`config.mk`:
```
export PLATFORM = sky130hd
export DESIGN_NAME = pack_collect_fifo
export DESIGN_NICKNAME = d
export VERILOG_FILES = /design/src/rtl/pack_collect_pkg.sv /design/src/rtl/frame_fifo.sv /design/src/rtl/pack_collect_fifo.sv
export SDC_FILE = /design/constraint.sdc
export NUM_CORES = 1
export LEC_CHECK = 0
export BUFFER_PORTS_ARGS = -buffer_cell sky130_fd_sc_hd__buf_2
export CAP_MARGIN = 20
export CORE_AREA = 2 2 360 326
export CTS_CLUSTER_SIZE = 12
export DETAILED_ROUTE_END_ITERATION = 12
export DIE_AREA = 0 0 362 328
export GPL_TIMING_DRIVEN = 0
export HOLD_SLACK_MARGIN = 0.03
export SLEW_MARGIN = 20
export SYNTH_ARGS = -nofsm -noshare
export SYNTH_HDL_FRONTEND = slang
export SYNTH_HIERARCHICAL = 1
export SYNTH_SLANG_ARGS = --single-unit
```
`constraint.sdc`:
```
create_clock -name clk -period 31.9 [get_ports clk]
set_clock_uncertainty 0.05 [all_clocks]
set_input_delay 3.19 -clock clk [delete_from_list [all_inputs] [get_ports clk]]
set_output_delay 3.19 -clock clk [all_outputs]
set_load 0.02 [all_outputs]
```
`src/rtl/pack_collect_pkg.sv`:
```
// pack_collect_pkg: shared constants, width encodings and frame type for the TPIU frame collector
package pack_collect_pkg;
  localparam logic [31:0] SYNC_WORD = 32'h7FFF_FFFF;
  localparam int FRAME_BYTES = 16;
  localparam int FRAME_WORDS = 8;
  typedef enum logic [1:0] {W1 = 2'b00, W2 = 2'b01, W4 = 2'b10, W4B = 2'b11} width_e;
  typedef logic [8*FRAME_BYTES-1:0] frame_t;
  function automatic logic [2:0] width_bits(input logic [1:0] w);
    return w == W1 ? 3'd1 : w == W2 ? 3'd2 : 3'd4;
  endfunction
endpackage

```
`src/rtl/frame_fifo.sv`:
```
// frame_fifo: DEPTH x 128-bit frame store with wrapping pointers and same-cycle push/pop
module frame_fifo import pack_collect_pkg::*; #(
  parameter int DEPTH = 4
) (
  input  logic   clk,
  input  logic   rst,
  input  logic   push,
  input  logic   pop,
  input  frame_t din,
  output frame_t dout,
  output logic   full,
  output logic   empty
);
  localparam int AW = $clog2(DEPTH);
  logic [AW:0] wp_q, wp_d, rp_q, rp_d;
  frame_t mem_q [DEPTH];
  frame_t mem_d [DEPTH];
  logic do_push, do_pop;
  always_comb begin
    empty = wp_q == rp_q;
    full = (wp_q[AW] != rp_q[AW]) && (wp_q[AW-1:0] == rp_q[AW-1:0]);
    do_pop = pop && !empty;
    do_push = push && (!full || do_pop);
    wp_d = wp_q + {{AW{1'b0}}, do_push};
    rp_d = rp_q + {{AW{1'b0}}, do_pop};
    mem_d = mem_q;
    if (do_push) mem_d[wp_q[AW-1:0]] = din;
    dout = mem_q[rp_q[AW-1:0]];
  end
  always_ff @(posedge clk) begin
    mem_q <= mem_d;
    if (!rst) begin
      wp_q <= '0;
      rp_q <= '0;
    end else begin
      wp_q <= wp_d;
      rp_q <= rp_d;
    end
  end
endmodule

```
`src/rtl/pack_collect_fifo.sv`:
```
// pack_collect_fifo: locks onto TPIU sync, assembles 16-byte frames from 1/2/4-bit trace elements into a FIFO
module pack_collect_fifo import pack_collect_pkg::*; #(
  parameter int DEPTH = 4,
  parameter int SYNC_TIMEOUT = 0
) (
  input  logic        clk,
  input  logic        rst,
  input  logic [1:0]  width,
  input  logic [3:0]  TraceIn,
  input  logic        TraceAvail,
  output logic        TraceNext,
  output logic        sync,
  output logic        PacketAvail,
  input  logic        PacketNext,
  input  logic        PacketNextWd,
  output logic [15:0] PacketOut,
  output logic [7:0]  PacketFinal,
  output logic [7:0]  Overflow
);
  logic tn_q, tn_d, sync_q, sync_d, idx_v_q, idx_v_d;
  logic [1:0] width_q;
  logic [31:0] win_q, win_d, win_sh, to_q, to_d;
  frame_t frm_q, frm_d, frm_sh, out_q, out_d, head;
  logic [6:0] cnt_q, cnt_d;
  logic [7:0] ovf_q, ovf_d, bit_sum;
  logic [2:0] idx_q, idx_d, nb;
  logic push, pop, full, empty;
  frame_fifo #(.DEPTH(DEPTH)) u_fifo (
    .clk(clk), .rst(rst), .push(push), .pop(pop), .din(frm_sh),
    .dout(head), .full(full), .empty(empty)
  );
  always_comb begin
    tn_d = TraceAvail && !tn_q;
    nb = width_bits(width);
    win_sh = width == W1 ? {TraceIn[0], win_q[31:1]} : width == W2 ? {TraceIn[1:0], win_q[31:2]} : {TraceIn, win_q[31:4]};
    frm_sh = width == W1 ? {TraceIn[0], frm_q[127:1]} : width == W2 ? {TraceIn[1:0], frm_q[127:2]} : {TraceIn, frm_q[127:4]};
    bit_sum = {1'b0, cnt_q} + {5'd0, nb};
    win_d = win_q;
    frm_d = frm_q;
    cnt_d = cnt_q;
    sync_d = sync_q;
    to_d = to_q;
    push = 1'b0;
    if (width != width_q) begin
      win_d = '0;
      frm_d = '0;
      cnt_d = '0;
      sync_d = 1'b0;
      to_d = '0;
    end else if (tn_d) begin
      win_d = win_sh;
      if (win_sh == SYNC_WORD) begin
        sync_d = 1'b1;
        frm_d = '0;
        cnt_d = '0;
        to_d = '0;
      end else if (sync_q) begin
        frm_d = frm_sh;
        cnt_d = bit_sum[6:0];
        push = bit_sum[7];
        if (bit_sum[7]) begin
          to_d = to_q + 32'd1;
          sync_d = !(SYNC_TIMEOUT != 0 && to_d == 32'(SYNC_TIMEOUT));
        end
      end
    end
    pop = PacketNext && !empty;
    ovf_d = push && full && !pop && ovf_q != 8'hFF ? ovf_q + 8'd1 : ovf_q;
    out_d = pop ? head : out_q;
    idx_v_d = pop ? 1'b0 : PacketNextWd ? 1'b1 : idx_v_q;
    idx_d = pop ? 3'd0 : PacketNextWd && idx_v_q && idx_q != 3'(FRAME_WORDS-1) ? idx_q + 3'd1 : idx_q;
  end
  always_ff @(posedge clk) begin
    width_q <= width;
    if (!rst) begin
      tn_q <= 1'b0;
      sync_q <= 1'b0;
      win_q <= '0;
      frm_q <= '0;
      cnt_q <= '0;
      to_q <= '0;
      ovf_q <= '0;
      out_q <= '0;
      idx_v_q <= 1'b0;
      idx_q <= '0;
    end else begin
      tn_q <= tn_d;
      sync_q <= sync_d;
      win_q <= win_d;
      frm_q <= frm_d;
      cnt_q <= cnt_d;
      to_q <= to_d;
      ovf_q <= ovf_d;
      out_q <= out_d;
      idx_v_q <= idx_v_d;
      idx_q <= idx_d;
    end
  end
  assign TraceNext = tn_d;
  assign sync = sync_q;
  assign PacketAvail = !empty;
  assign PacketOut = idx_v_q ? out_q[{idx_q, 4'b0} +: 16] : 16'h0000;
  assign PacketFinal = out_q[127:120];
  assign Overflow = ovf_q;
endmodule
```
==> metrics.txt <==
startpoint types input port; Fin. Hold Viols 0; critical path class in -> reg; Arr. time, crit path 10.38 ns; critical path required time 32.21 ns; Mapped Nets 2631; Avg WL per Cell 20.46 um; Ys Warns 6; Post-DRT Antenna Nets 0; cell accounting for the most synthesized area edfxtp_1; Cell Rows approximately 120; post-CTS sizing 0; root buf cell clkbuf_16; maximum VDD drop 44.35 uV; worst stage delay on the critical path 0.56 ns; grt ovf 0; Post-CTS Setup Bufs 0; combinational group share of total power 2.1%; Lkg Pwr 11.16 nW; Pins Over Slew Limit 0; worst rel slew slack between 20% and 30%; RSZ-0062 raised after global routing no; CTS tree built; Compound-Gate Fraction of Synth Area 7.252%; die area 118700 um2; Iteration-0 DRC Markers roughly 2.2k; buffers and inverters on the worst path 17; clk slew on worst S/H paths 0.06 ns; adder-cell share of the synthesized area 0.3872%; Slew @ Worst Pin approximately 1.1 ns; vias in the first global route about 21k; largest family of logic cells by synthesized area multiplexers; Port Buf Inserts 45; f_max 0.09931 GHz; HPWL after detailed placement 64120 um; Worst Reg-to-Reg Cells 16; routability cong. 0.8614; Final period util 31.56%; largest net degree at the start of global routing 23; Die Wd 362 um; routed vias 21.92k; Max stage delay cell, worst path clkbuf_2; min-delay worst type reg -> reg; cell-internal power approximately 1.7 mW; routed wire length slightly below 90000 um; vias per inst 5.013; fin util 34.58%; area occupied by multi-input gates 11430 um2; sw power approximately 450 uW; CP delay by family, top buffers and inverters; IO Count 46; Layout fillers 11.12k; total global routing track utilization between 10% and 20%; Commonest cells post-synth nand2_1 (606), edfxtp_1 (512), dfxtp_1 (315), a21oi_1 (237), mux2i_1 (173); sequential power share between 50% and 60%; Num CTS Buffers between 80 and 90; Post-Syn Instances 2610; Syn Area/Cell 13.12 um2; DRC Markers 0; Yosys top cell area share 44.89%; status complete, no violations; layout cells sized above 1 16.67%; Worst-Skew Late Latency between 0.6 and 0.7 ns; post-synthesis mux area share 16.50%; Cell Area, Synth about 34000 um2; Worst path depth 26; Final min period 10.07 ns; register bit total from synthesis approximately 830; post-synthesis sequential area ratio 63.30%; Hold Crit Depth 2; initial antenna violation count 3; Reg area 21680 um2; largest cells by area after synthesis edfxtp_1 (45%), dfxtp_1 (18%), mux4_2 (11%); Top FF cell, synth edfxtp_1; H-tree level count 3; CTS Sinks approximately 830; worst setup margin 21.83 ns; worst-path fanout max 10; clock network fraction of total power 45.1%; initial core utilization around 30%; library cells used by synthesis 51; simple-gate area share of the yosys netlist under 10%; final setup violating endpoints 0; die height 328 um; asr flop ratio synth 0%; crit end category flop; synthesis-to-layout area growth 15.81%; Setup Slack @ Placement 21.17 ns; # hold bufs at CTS 0; number of synthesized flops with an enable pin 512; antenna diode count 0; Cell Pwr Density 53.64 nW/um2; max-cap check violation count 0; first-pass GRT wire length 135100 um; Post-Synth XOR/XNOR Area 0.4347%; Layout Nets around 2.8k; top-count cell post-synth nand2_1; setup tns final 0 ns; Clock Tree Buf Depth 3; switch share 20.94%; core region area 114700 um2; DR pass1 iterations 5
-- kinds of logic after synthesis --
logic type,count (synthesis)
flip-flops,827
AND/OR/NAND/NOR,744
AO/OA/AOI/OAI,443
multiplexers,361
buffers and inverters,208
XOR/XNOR,17
adder cells (fa/ha/maj),10
-- sequential cells by signal (all words and copies together), names as in the netlist, 2 cells and up --
register and cells:
width_q 2, cnt_q 7, u_fifo/wp_q 3, Overflow 8
idx_q 3, frm_q 127, u_fifo/mem_q 512, u_fifo/rp_q 3
win_q 31, out_q 128
-- through the flow --
stage          power (mW)  area [um2]  hold WS [ns]  cells
2_1_floorplan       1.175       34250        0.3831   2610
3_3_place_gp        1.191       36350        0.3928   4155
3_5_place_dp        1.191       36980        0.3979   4217
4_1_cts             2.145       39660        0.4057   4373
5_1_grt             2.191       39660        0.4288   4373
6_report            2.128       39660        0.4084   4373
-- per-layer routing --
| metal | wire (um) | GRT usage [%] | vias to the layer above | part of all wire [%] |
|---|---|---|---|---|
| met5 | 13 | 0 | - | 0.015 |
| met4 | 1462 | 3.297 | 2 | 1.6 |
| met3 | 6922 | 2.922 | 97 | 7.7 |
| met2 | 37960 | 21.32 | 729 | 42 |
| met1 | 43130 | 23.08 | 11150 | 48 |
| li1 | - | - | 9950 | - |
-- power by group through the flow --
stage	clock network [mW]	registers [mW]	logic (mW)
floorplan	0	1.15	0.0292
global placement	0	1.15	0.0448
detailed placement	0	1.15	0.0447
CTS	0.977	1.12	0.0448
global route	1.02	1.12	0.0479
finish	0.959	1.12	0.0453
-- layout make-up --
type | count | share of cell area (%)
sequential | 827 | 54.66
multi-input combinational | 1575 | 28.81
clock buffer | 143 | 6.328
tap | 1500 | 4.732
buffer | 198 | 2.855
timing repair buffer | 107 | 2.082
clock inverter | 13 | 0.4385
inverter | 10 | 0.09463
-- cell usage in the layout (no fill, tap or decap), drive strengths merged, types with 2 or more instances in the layout --
cell type | Yosys | routed
a2111oi | 2 | 2
a211oi | 4 | 4
a21oi | 237 | 237
a31oi | 2 | 2
and2 | 8 | 8
buf | 78 | 185
clkbuf | 120 | 263
clkinv | 0 | 8
clkinvlp | 0 | 2
dfxtp | 315 | 315
edfxtp | 512 | 512
ha | 9 | 9
inv | 10 | 12
mux2 | 28 | 28
mux2i | 173 | 173
mux4 | 160 | 160
nand2 | 606 | 606
nand2b | 6 | 6
nand3 | 5 | 5
nand4 | 2 | 2
nand4b | 2 | 2
nor2 | 73 | 73
nor2b | 20 | 20
nor3 | 4 | 4
nor3b | 3 | 3
nor4 | 6 | 6
o21ai | 133 | 133
o2bb2ai | 58 | 58
or4 | 3 | 3
xnor2 | 7 | 7
xor2 | 10 | 10
-- final timing paths --
kind | startpoint | to | slack (ns)
setup / recovery | width[1] | u_fifo/mem_q[321] | 21.83
setup reg to reg | u_fifo/wp_q[1] | u_fifo/mem_q[321] | 26.74
hold reg to reg | out_q[36] | out_q[36] | 0.41
hold / removal | out_q[36] | out_q[36] | 0.41
-- worst reg2reg max path, cell delays in order, from the launching register on --
cell and delay (ns):
dfxtp_1 0.46, xor2_1 0.16, nor3b_1 0.53, nand2b_1 0.18, clkbuf_1 0.49, inv_1 0.21
clkbuf_1 0.36, o41ai_2 0.84, nor3b_2 0.22, buf_4 0.24, buf_4 0.20, buf_6 0.16
buf_4 0.19, buf_4 0.20, buf_6 0.16, buf_6 0.14, buf_4 0.17
Power figures use the tool's default switching activity.
